<file path="config.mk">
export PLATFORM = sky130hd
export DESIGN_NAME = mod_keypad_scan_flat
export DESIGN_NICKNAME = d
export VERILOG_FILES = /design/src/rtl/mod_keypad_scan_if.sv /design/src/rtl/mod_keypad_scan.sv /design/src/flat_wrapper.sv
export SDC_FILE = /design/constraint.sdc
export NUM_CORES = 1
export LEC_CHECK = 0
export CORE_MARGIN = 5
export CORE_UTILIZATION = 61
export CTS_BUF_LIST = sky130_fd_sc_hd__clkbuf_8
export DETAILED_ROUTE_END_ITERATION = 6
export GPL_TIMING_DRIVEN = 0
export PLACE_DENSITY = 0.83
export SYNTH_ARGS = -nofsm -noshare
export SYNTH_HDL_FRONTEND = slang
export SYNTH_SLANG_ARGS = --single-unit
</file>
<file path="constraint.sdc">
create_clock -name clock -period 3.6 [get_ports clock]
set_clock_uncertainty 0.15 [all_clocks]
set_input_delay 0.9 -clock clock [delete_from_list [all_inputs] [get_ports clock]]
set_output_delay 0.9 -clock clock [all_outputs]
set_load 0.01 [all_outputs]
</file>
<file path="src/rtl/mod_keypad_scan_if.sv">
// Key delivery handshake between the keypad scanner and its consumer.
// The scanner drives the head key code and valid; the consumer returns ack.
interface mod_keypad_scan_if;
  logic [3:0] outKeyCode;
  logic       outKeyValid;
  logic       inKeyAck;

  modport master (output outKeyCode, output outKeyValid, input inKeyAck);
  modport slave  (input outKeyCode, input outKeyValid, output inKeyAck);
endinterface

</file>
<file path="src/rtl/mod_keypad_scan.sv">
// 4x4 keypad scanner: row sync, column scan, frame debounce, 4-entry key FIFO.
// Optional ghost-key rejection is enabled by defining MOD_KEYSCAN_GHOSTREJ_EN.
module mod_keypad_scan #(
  parameter int DEBOUNCE_CNT = 3
) (
  input  logic                     clock,
  input  logic                     reset,
  input  logic                     inStrobe1kHz,
  input  logic [3:0]               inRowBit,
  output logic [3:0]               outColBit,
  mod_keypad_scan_if.master        keyBus,
  output logic [15:0]              outKeyHeld,
  output logic                     outKeyOverrun
);

  localparam logic [3:0] DEB = 4'(DEBOUNCE_CNT);

  logic [3:0]  rowMeta, rowSync;
  logic [1:0]  col;
  logic [15:0] frame, prevFrame, held, pending;
  logic        frameDone;
  logic [3:0]  stableCnt;
  logic [3:0]  fifoMem [4];
  logic [1:0]  wrPtr, rdPtr;
  logic [2:0]  fifoCnt;
  logic        keyValid;

  logic [3:0]  cntNext;
  logic        accept, ghost;
  logic [15:0] newBits, clearMask;
  logic [3:0]  pushCode;
  logic        pushReq, popReq;

  always_comb begin
    cntNext = stableCnt;
    accept  = 1'b0;
    newBits = '0;
    ghost   = 1'b0;
`ifdef MOD_KEYSCAN_GHOSTREJ_EN
    begin
      logic [4:0] bitCount;
      bitCount = '0;
      for (int i = 0; i < 16; i++) bitCount = bitCount + 5'(frame[i]);
      ghost = (bitCount > 5'd2);
    end
`endif
    if (frameDone) begin
      if (ghost || frame != prevFrame) cntNext = '0;
      else if (stableCnt == DEB)       cntNext = DEB;
      else                             cntNext = stableCnt + 4'd1;
      accept = !ghost && (cntNext == DEB) && (frame != held);
      if (accept) newBits = frame & ~held;
    end
  end

  // Lowest-index pending key wins; the loop runs high to low so the last hit sticks.
  always_comb begin
    pushCode = '0;
    for (int i = 15; i >= 0; i--) begin
      if (pending[i]) pushCode = 4'(i);
    end
    popReq    = keyBus.inKeyAck && keyValid && (fifoCnt != 3'd0);
    pushReq   = (pending != '0) && ((fifoCnt != 3'd4) || popReq);
    clearMask = pushReq ? (16'b1 << pushCode) : '0;
  end

  always_ff @(posedge clock) begin
    if (reset) begin
      rowMeta       <= '0;
      rowSync       <= '0;
      col           <= '0;
      outColBit     <= 4'b1110;
      frame         <= '0;
      prevFrame     <= '0;
      held          <= '0;
      pending       <= '0;
      frameDone     <= 1'b0;
      stableCnt     <= '0;
      wrPtr         <= '0;
      rdPtr         <= '0;
      fifoCnt       <= '0;
      keyValid      <= 1'b0;
      outKeyOverrun <= 1'b0;
      for (int i = 0; i < 4; i++) fifoMem[i] <= '0;
    end else begin
      rowMeta   <= inRowBit;
      rowSync   <= rowMeta;
      frameDone <= inStrobe1kHz && (col == 2'd3);
      if (inStrobe1kHz) begin
        // Frame bit index is row*4+col so that it matches the key code.
        for (int r = 0; r < 4; r++) frame[r*4 + int'(col)] <= ~rowSync[r];
        col       <= col + 2'd1;
        outColBit <= ~(4'b0001 << (col + 2'd1));
      end
      if (frameDone) begin
        stableCnt <= cntNext;
        prevFrame <= frame;
      end
      if (accept) held <= frame;
      pending <= (pending & ~clearMask) | newBits;
      if ((newBits & pending & ~clearMask) != '0) outKeyOverrun <= 1'b1;
      if (pushReq) begin
        fifoMem[wrPtr] <= pushCode;
        wrPtr          <= wrPtr + 2'd1;
      end
      if (popReq) rdPtr <= rdPtr + 2'd1;
      fifoCnt  <= fifoCnt + {2'b0, pushReq} - {2'b0, popReq};
      keyValid <= (fifoCnt != 3'd0);
    end
  end

  assign keyBus.outKeyCode  = fifoMem[rdPtr];
  assign keyBus.outKeyValid = keyValid;
  assign outKeyHeld         = held;

endmodule
</file>
<file path="src/flat_wrapper.sv">
// flat-port wrapper written by rule: the top's interface ports become plain ports
module mod_keypad_scan_flat 
#(
  parameter int DEBOUNCE_CNT = 3
)
  (clock, reset, inStrobe1kHz, inRowBit, outColBit, outKeyHeld, outKeyOverrun, keyBus_outKeyCode, keyBus_outKeyValid, keyBus_inKeyAck);
  mod_keypad_scan_if keyBus_i ();
  input  logic clock;
  input  logic reset;
  input  logic inStrobe1kHz;
  input  logic [3:0] inRowBit;
  output logic [3:0] outColBit;
  output logic [15:0] outKeyHeld;
  output logic outKeyOverrun;
  output wire logic [$bits(keyBus_i.outKeyCode)-1:0] keyBus_outKeyCode;
  output wire logic [$bits(keyBus_i.outKeyValid)-1:0] keyBus_outKeyValid;
  input wire logic [$bits(keyBus_i.inKeyAck)-1:0] keyBus_inKeyAck;
  assign keyBus_outKeyCode = keyBus_i.outKeyCode;
  assign keyBus_outKeyValid = keyBus_i.outKeyValid;
  assign keyBus_i.inKeyAck = keyBus_inKeyAck;
  mod_keypad_scan #(.DEBOUNCE_CNT(DEBOUNCE_CNT)) u_core (.clock(clock), .reset(reset), .inStrobe1kHz(inStrobe1kHz), .inRowBit(inRowBit), .outColBit(outColBit), .keyBus(keyBus_i), .outKeyHeld(outKeyHeld), .outKeyOverrun(outKeyOverrun));
endmodule
</file>
==> out/results.ini <==
[placement]
gp_congestion=0.955
hpwl_mm=9.07
portBuffers=32
place_ws_ns=-0.283

[clocking]
post-cts-setup-buffers=0
cts_buffers=9
cts_tree=yes
cts_buffer_depth=2
clk_pin_slew_worst_paths_ns=0.11
clock_latency_ns=0.37
root_buffer=clkbuf_8
htreeDepth=3
clkSinkCount=110

[synth]
async_reset_ff_share_pct=0
ys_top_cells_by_count=nor2_1 (101), dfxtp_1 (94), mux2i_1 (33)
syn_inst=528
ys_ff_latch=110
synth_top_area_share_pct=37.2
synth-seq-area-share_pct=46.7
netlist_area_um2=5060
synth-main-ff-cell=dfxtp_1
synth_top_area_cell=dfxtp_1
synth_warnings=0
synth_top_cells_by_area=dfxtp_1 (37%), edfxtp_1 (9.5%), nor2_1 (7.5%)
synth.avg_cell_area_um2=9.58
synth_fp_nets=560
synth_cell_type_count=50
synth_most_common_cell=nor2_1
synth-edff-count=16

[floorplan]
die_x_um=101
die_h_um=101
dieArea_um2=10200
rows=33
start_util_pct=62.2
io_pins=34
core_area_um2=8130

[setup_path]
critPathMaxFanout=7
required_ns=3.70
crit_type=primary input to register
cp.arrival_ns=3.41
end_kind=register
worstSetupStartpointType=primary input

[global_routing]
grt_first_pass_wirelength_mm=19.6
grt_max_degree=19
grt.total_usage_pct=24.4
grt_pass1_vias=4017
grt_antenna_before_repair=0
gr-total-overflow=0

[detailed_routing]
viasPerCell=5.87
post_drt_wl_per_cell_um=17.6
routed-via-count=3998
routed_wl_mm=12.0
detail_route.first_pass.iterations=5
final_antenna_net_count=0
drc=0
drt_iter0_markers=256

[power]
power.leakage_nw=1.99
power.density_nw_per_um2=379
vdd_drop_max_v=0.000286

[worst_hold_path]
worstHoldPathType=register to register

[sta]
worst_pin_slew_ns=0.801
timing.fmax_mhz=302
worst_slack_ns=0.286
slew_violations=0
setup_viol=0
period_needed_ns=3.31
setup_tns_ns=0
post-route-period-util_pct=92.1
finalHoldViolations=0
rsz0062_at_grt=no
slew_headroom_pct=46.6

[finish]
final_util_pct=70.0
n_antenna_cell=0
num-nets-final=603
drive_above_1_share_pct=6.08
area_delta_synth_final_pct=12.6

[job]
maxCapViolCount=0

[status]
status=completed

cells in the final DEF, fill, tap and decap left out, drive strengths merged, types with 4 or more instances in the layout:
master | synthesis | layout
nor2b | 15 | 15
a31oi | 10 | 10
ha | 23 | 23
nor3 | 6 | 6
nand2 | 26 | 26
dfxtp | 94 | 94
buf | 7 | 7
nand3 | 9 | 9
o21ai | 8 | 8
inv | 28 | 30
clkdlybuf4s50 | 0 | 32
o21bai | 5 | 5
edfxtp | 16 | 16
clkbuf | 17 | 27
nor2 | 101 | 101
a211oi | 18 | 18
a22oi | 11 | 11
xnor2 | 20 | 20
nand2b | 11 | 11
mux2i | 33 | 33
and2 | 5 | 5
a21oi | 14 | 14
mux4 | 4 | 4
or3 | 5 | 5
nand4 | 8 | 8
nor4 | 7 | 7
cells by family (layout without fill, tap and decap cells):
kind of cell,Yosys count,in the layout,synth area share [%]
AOI/OAI and AO/OA,83,83,11.6
buffers and inverters,52,100,4.40
xor gates and xnor gates,23,23,3.98
adders and majority gates,24,24,6.08
and+or+nand+nor,199,199,18.9
muxes,37,37,8.31
DFF,110,110,46.7
report_power, final:
group | total (mW) | switching [mW] | internal, mW
Combinational | 0.158 | 0.0912 | 0.0668
Sequential | 1.30 | 0.0289 | 1.27
Clock | 0.700 | 0.426 | 0.274
state kept, by name, summed over array words and instances, names as in the netlist, named ones only:
signal	count
u_core.rdPtr	2
u_core.frame	16
u_core.keyBus.outKeyValid	1
u_core.outKeyOverrun	1
u_core.rowMeta	4
u_core.prevFrame	16
u_core.pending	16
u_core.wrPtr	2
u_core.frameDone	1
u_core.rowSync	4
u_core.outKeyHeld	16
u_core.outColBit	4
u_core.fifoMem	16
u_core.col	2
u_core.stableCnt	4
u_core.fifoCnt	3
per-layer routing:
layer	routed length (µm)	vias up	GRT usage [%]
met4	240	0	8.08
li1	-	1923	-
met3	602	23	4.15
met1	5040	1926	30.2
met5	0	-	0
met2	6130	126	43.1
critical path, cell delays in order:
cell	delay [ns]
clkdlybuf4s50_1	0.45
a211oi_2	0.41
nand2_1	0.27
o21ai_0	0.29
inv_1	0.24
ha_1	0.24
inv_1	0.06
fa_1	0.17
xor2_1	0.18
xnor2_1	0.14
nor2_1	0.05
layout make-up:
cell class	count	area (µm²)
fillers	616	2440
plain buffers	24	118
repair buffers	32	320
well taps	105	131
clock inverters	6	43.8
clock buffers	10	138
multi-input cells	366	2480
flip-flops and latches	110	2360
inverters	28	105
worst paths after layout:
| path | slack, ns | cells past startpoint | end | from |
|---|---|---|---|---|
| worst min register to register | 0.30 | 1 | u_core.rowSync[2]$_SDFF_PP0_ | u_core.rowMeta[2]$_SDFF_PP0_ |
| worst max register to register | 0.63 | 11 | u_core.fifoCnt[2]$_SDFF_PP0_ | u_core.pending[1]$_SDFF_PP0_ |
| worst min-delay path | 0.30 | 1 | u_core.rowSync[2]$_SDFF_PP0_ | u_core.rowMeta[2]$_SDFF_PP0_ |
| worst max-delay path | 0.29 | 11 | u_core.fifoCnt[2]$_SDFF_PP0_ | keyBus_inKeyAck |
through the flow:
stage	std cells	total power [mW]	hold WS [ns]	area (µm²)
4_1_cts	681	2.16	0.309	5690
3_5_place_dp	665	1.48	0.285	5510
5_1_grt	681	2.24	0.319	5700
6_report	681	2.16	0.302	5700
2_1_floorplan	528	1.42	0.264	5060
3_3_place_gp	665	1.48	0.269	5510
what timing repair did:
item	in CTS	in global routing
hold buffers	0	0
endpoints found under the setup margin	0	2
gates resized for setup	0	1
No activity file was read; power rests on OpenSTA's default activity.
==> RTL change, RTL diff (config.mk and constraints unchanged) <==
Make the reset (`reset`) asynchronous in one clocked block.
--- a/src/rtl/mod_keypad_scan.sv
+++ b/src/rtl/mod_keypad_scan.sv
@@ -66,3 +66,3 @@
 
-  always_ff @(posedge clock) begin
+  always_ff @(posedge clock or posedge reset) begin
     if (reset) begin
Formal check against the unedited RTL: differs if reset is asserted again (counterexample within 4 cycles, from zero or initial values and one cycle with reset high); with reset held inactive, the same outputs for 10 cycles.
==> RTL change against the unedited design <==
Sequential cell count down 2. Worst setup slack improved by 0.054 ns. Largest cell class is now sequential cells. Area after synthesis grew 4.0%. Synthesized cell count is 3.8% lower. Utilization grew 2.1 points. The run now ends with design-rule violations left. Hold slack got worse by 0.089 ns. Cell area increased by 5.1%. Wire length is 6.6% lower. Die area rose by 3.6%.
Power is not compared: it rests on default switching activity, and its combinational part moved more than twofold at a synthesized area within 25%.
==> RTL change: results (changes against the unedited design) <==
[sta]
fin_crit_ns=3.26  ; -0.0537 ns
slew_headroom=0.310  ; -0.156
hold_slack_ns=0.213  ; -0.0888 ns

[final_layout]
drive_gt1_frac=0.104  ; +0.0428

[yosys]
async_flop_share=1.00  ; +1.00
ys_seq_area_frac=0.515  ; +0.0475
synth_common_cells=105 x dfrtp_1, 66 x nand2_1, 41 x inv_1, 41 x o21ai_0, 37 x nor2_1
synth_cell_type_count=54  ; +8.0%
synth_area_leaders=dfrtp_1 50%, ha_1 6.4%, nand2_1 4.7%
syn_nets=544  ; -2.9%

[worst_setup_path]
crit_path_end=u_core.fifoCnt[2]
critPathSlowestCell=a21oi_1
r2r_cells=8  ; -3
timing.reg2reg.setup_slack_ns=0.45  ; -0.18 ns
slowest_delay_ns=0.57  ; +0.12 ns

[route]
met2WireLength_mm=5.59  ; -8.8%
dr.pass1.iters=7  ; +2
wl_met1_mm=4.63  ; -8.2%
drt_wl_total_mm=11.2  ; -6.6%
drt_iter0_markers=325  ; +27%
met3WireLength_um=638  ; +6.0%
via_per_inst=5.94  ; +1.2%
drcViolationCount=1  ; +1

[global_routing]
grt_util_all_layers=0.231  ; -0.0134
globalRouteMet3Util=0.0487  ; +0.00719
grt_max_degree=45  ; +26
grt_use_met1=0.288  ; -0.0133
grt_pass1_wl_mm=19.0  ; -3.1%
grt_use_met2=0.394  ; -0.0373
grt_pass1_vias=4004  ; -0.32%

[min_path]
hold_start=u_core.rowMeta[0]
hold_end=u_core.rowSync[0]
holdPathStages=0  ; -1

[placed_design]
place_ws_ns=-0.0522  ; +0.231 ns
portBuffers=33  ; +3.1%
placedInstanceArea_um2=5790  ; +5.1%
gp_congestion=1.06  ; +11%
dp_hpwl_mm=8.33  ; -8.2%

[power_and_ir_drop]
total_leakage_power_nw=2.60

[status]
violations=design-rule violations
outcome=finished with violations

[RTL change: changes by cell type after synthesis, moves of 16 or more]
| cell | before | now |
|---|---|---|
| dfrtp_1 | 0 | 105 |
| nor2_1 | 101 | 37 |
| dfxtp_1 | 94 | 0 |
| o21ai_0 | 8 | 41 |
| a21oi_1 | 14 | 31 |
| nand2_1 | 24 | 66 |
| edfxtp_1 | 16 | 0 |
| mux2_2 | 0 | 20 |
| mux2i_1 | 33 | 3 |
[RTL change: cell families after synthesis]
family | synth area share
AND/OR/NAND/NOR | 0.126
flip-flops | 0.515
adder cells (fa/ha/maj) | 0.0680
multiplexers | 0.0657
buffers and inverters | 0.0483
XOR/XNOR | 0.0366
AO/OA/AOI/OAI | 0.141
[RTL change: worst max-delay path: cells and delay by family]
kind            cells  cell delay [ns]
buf+inv             3             0.69
compound gates      1             0.57
simple gates        2             0.32
xor+xnor            2             0.31
fa+ha+maj           2             0.63
[RTL change: power by group through the flow]
stage / clock, W / sequential (W) / combinational, W
final: 0.000720 / 0.00197 / 0.00226
after global routing: 0.000782 / 0.00202 / 0.00252
after CTS: 0.000729 / 0.00197 / 0.00224
after detailed placement: 0 / 0.00199 / 0.00222
after global placement: 0 / 0.00195 / 0.00211
after floorplan: 0 / 0.00189 / 0.00163
[RTL change: final cells by class]
type                    count  area [um^2]
inverters                  41          158
well taps                 105          131
clock buffers               9          124
flip-flops and latches    108         2710
multi-input cells         338         2300
repair buffers             36          398
clock inverters             7         67.6
fillers                   571         2310
plain buffers              21          100
[RTL change: stage by stage]
step / power, W / instances
CTS: 0.00493 / 665
global route: 0.00531 / 665
detailed placement: 0.00420 / 649
global placement: 0.00407 / 646
finish: 0.00495 / 665
floorplan: 0.00353 / 508
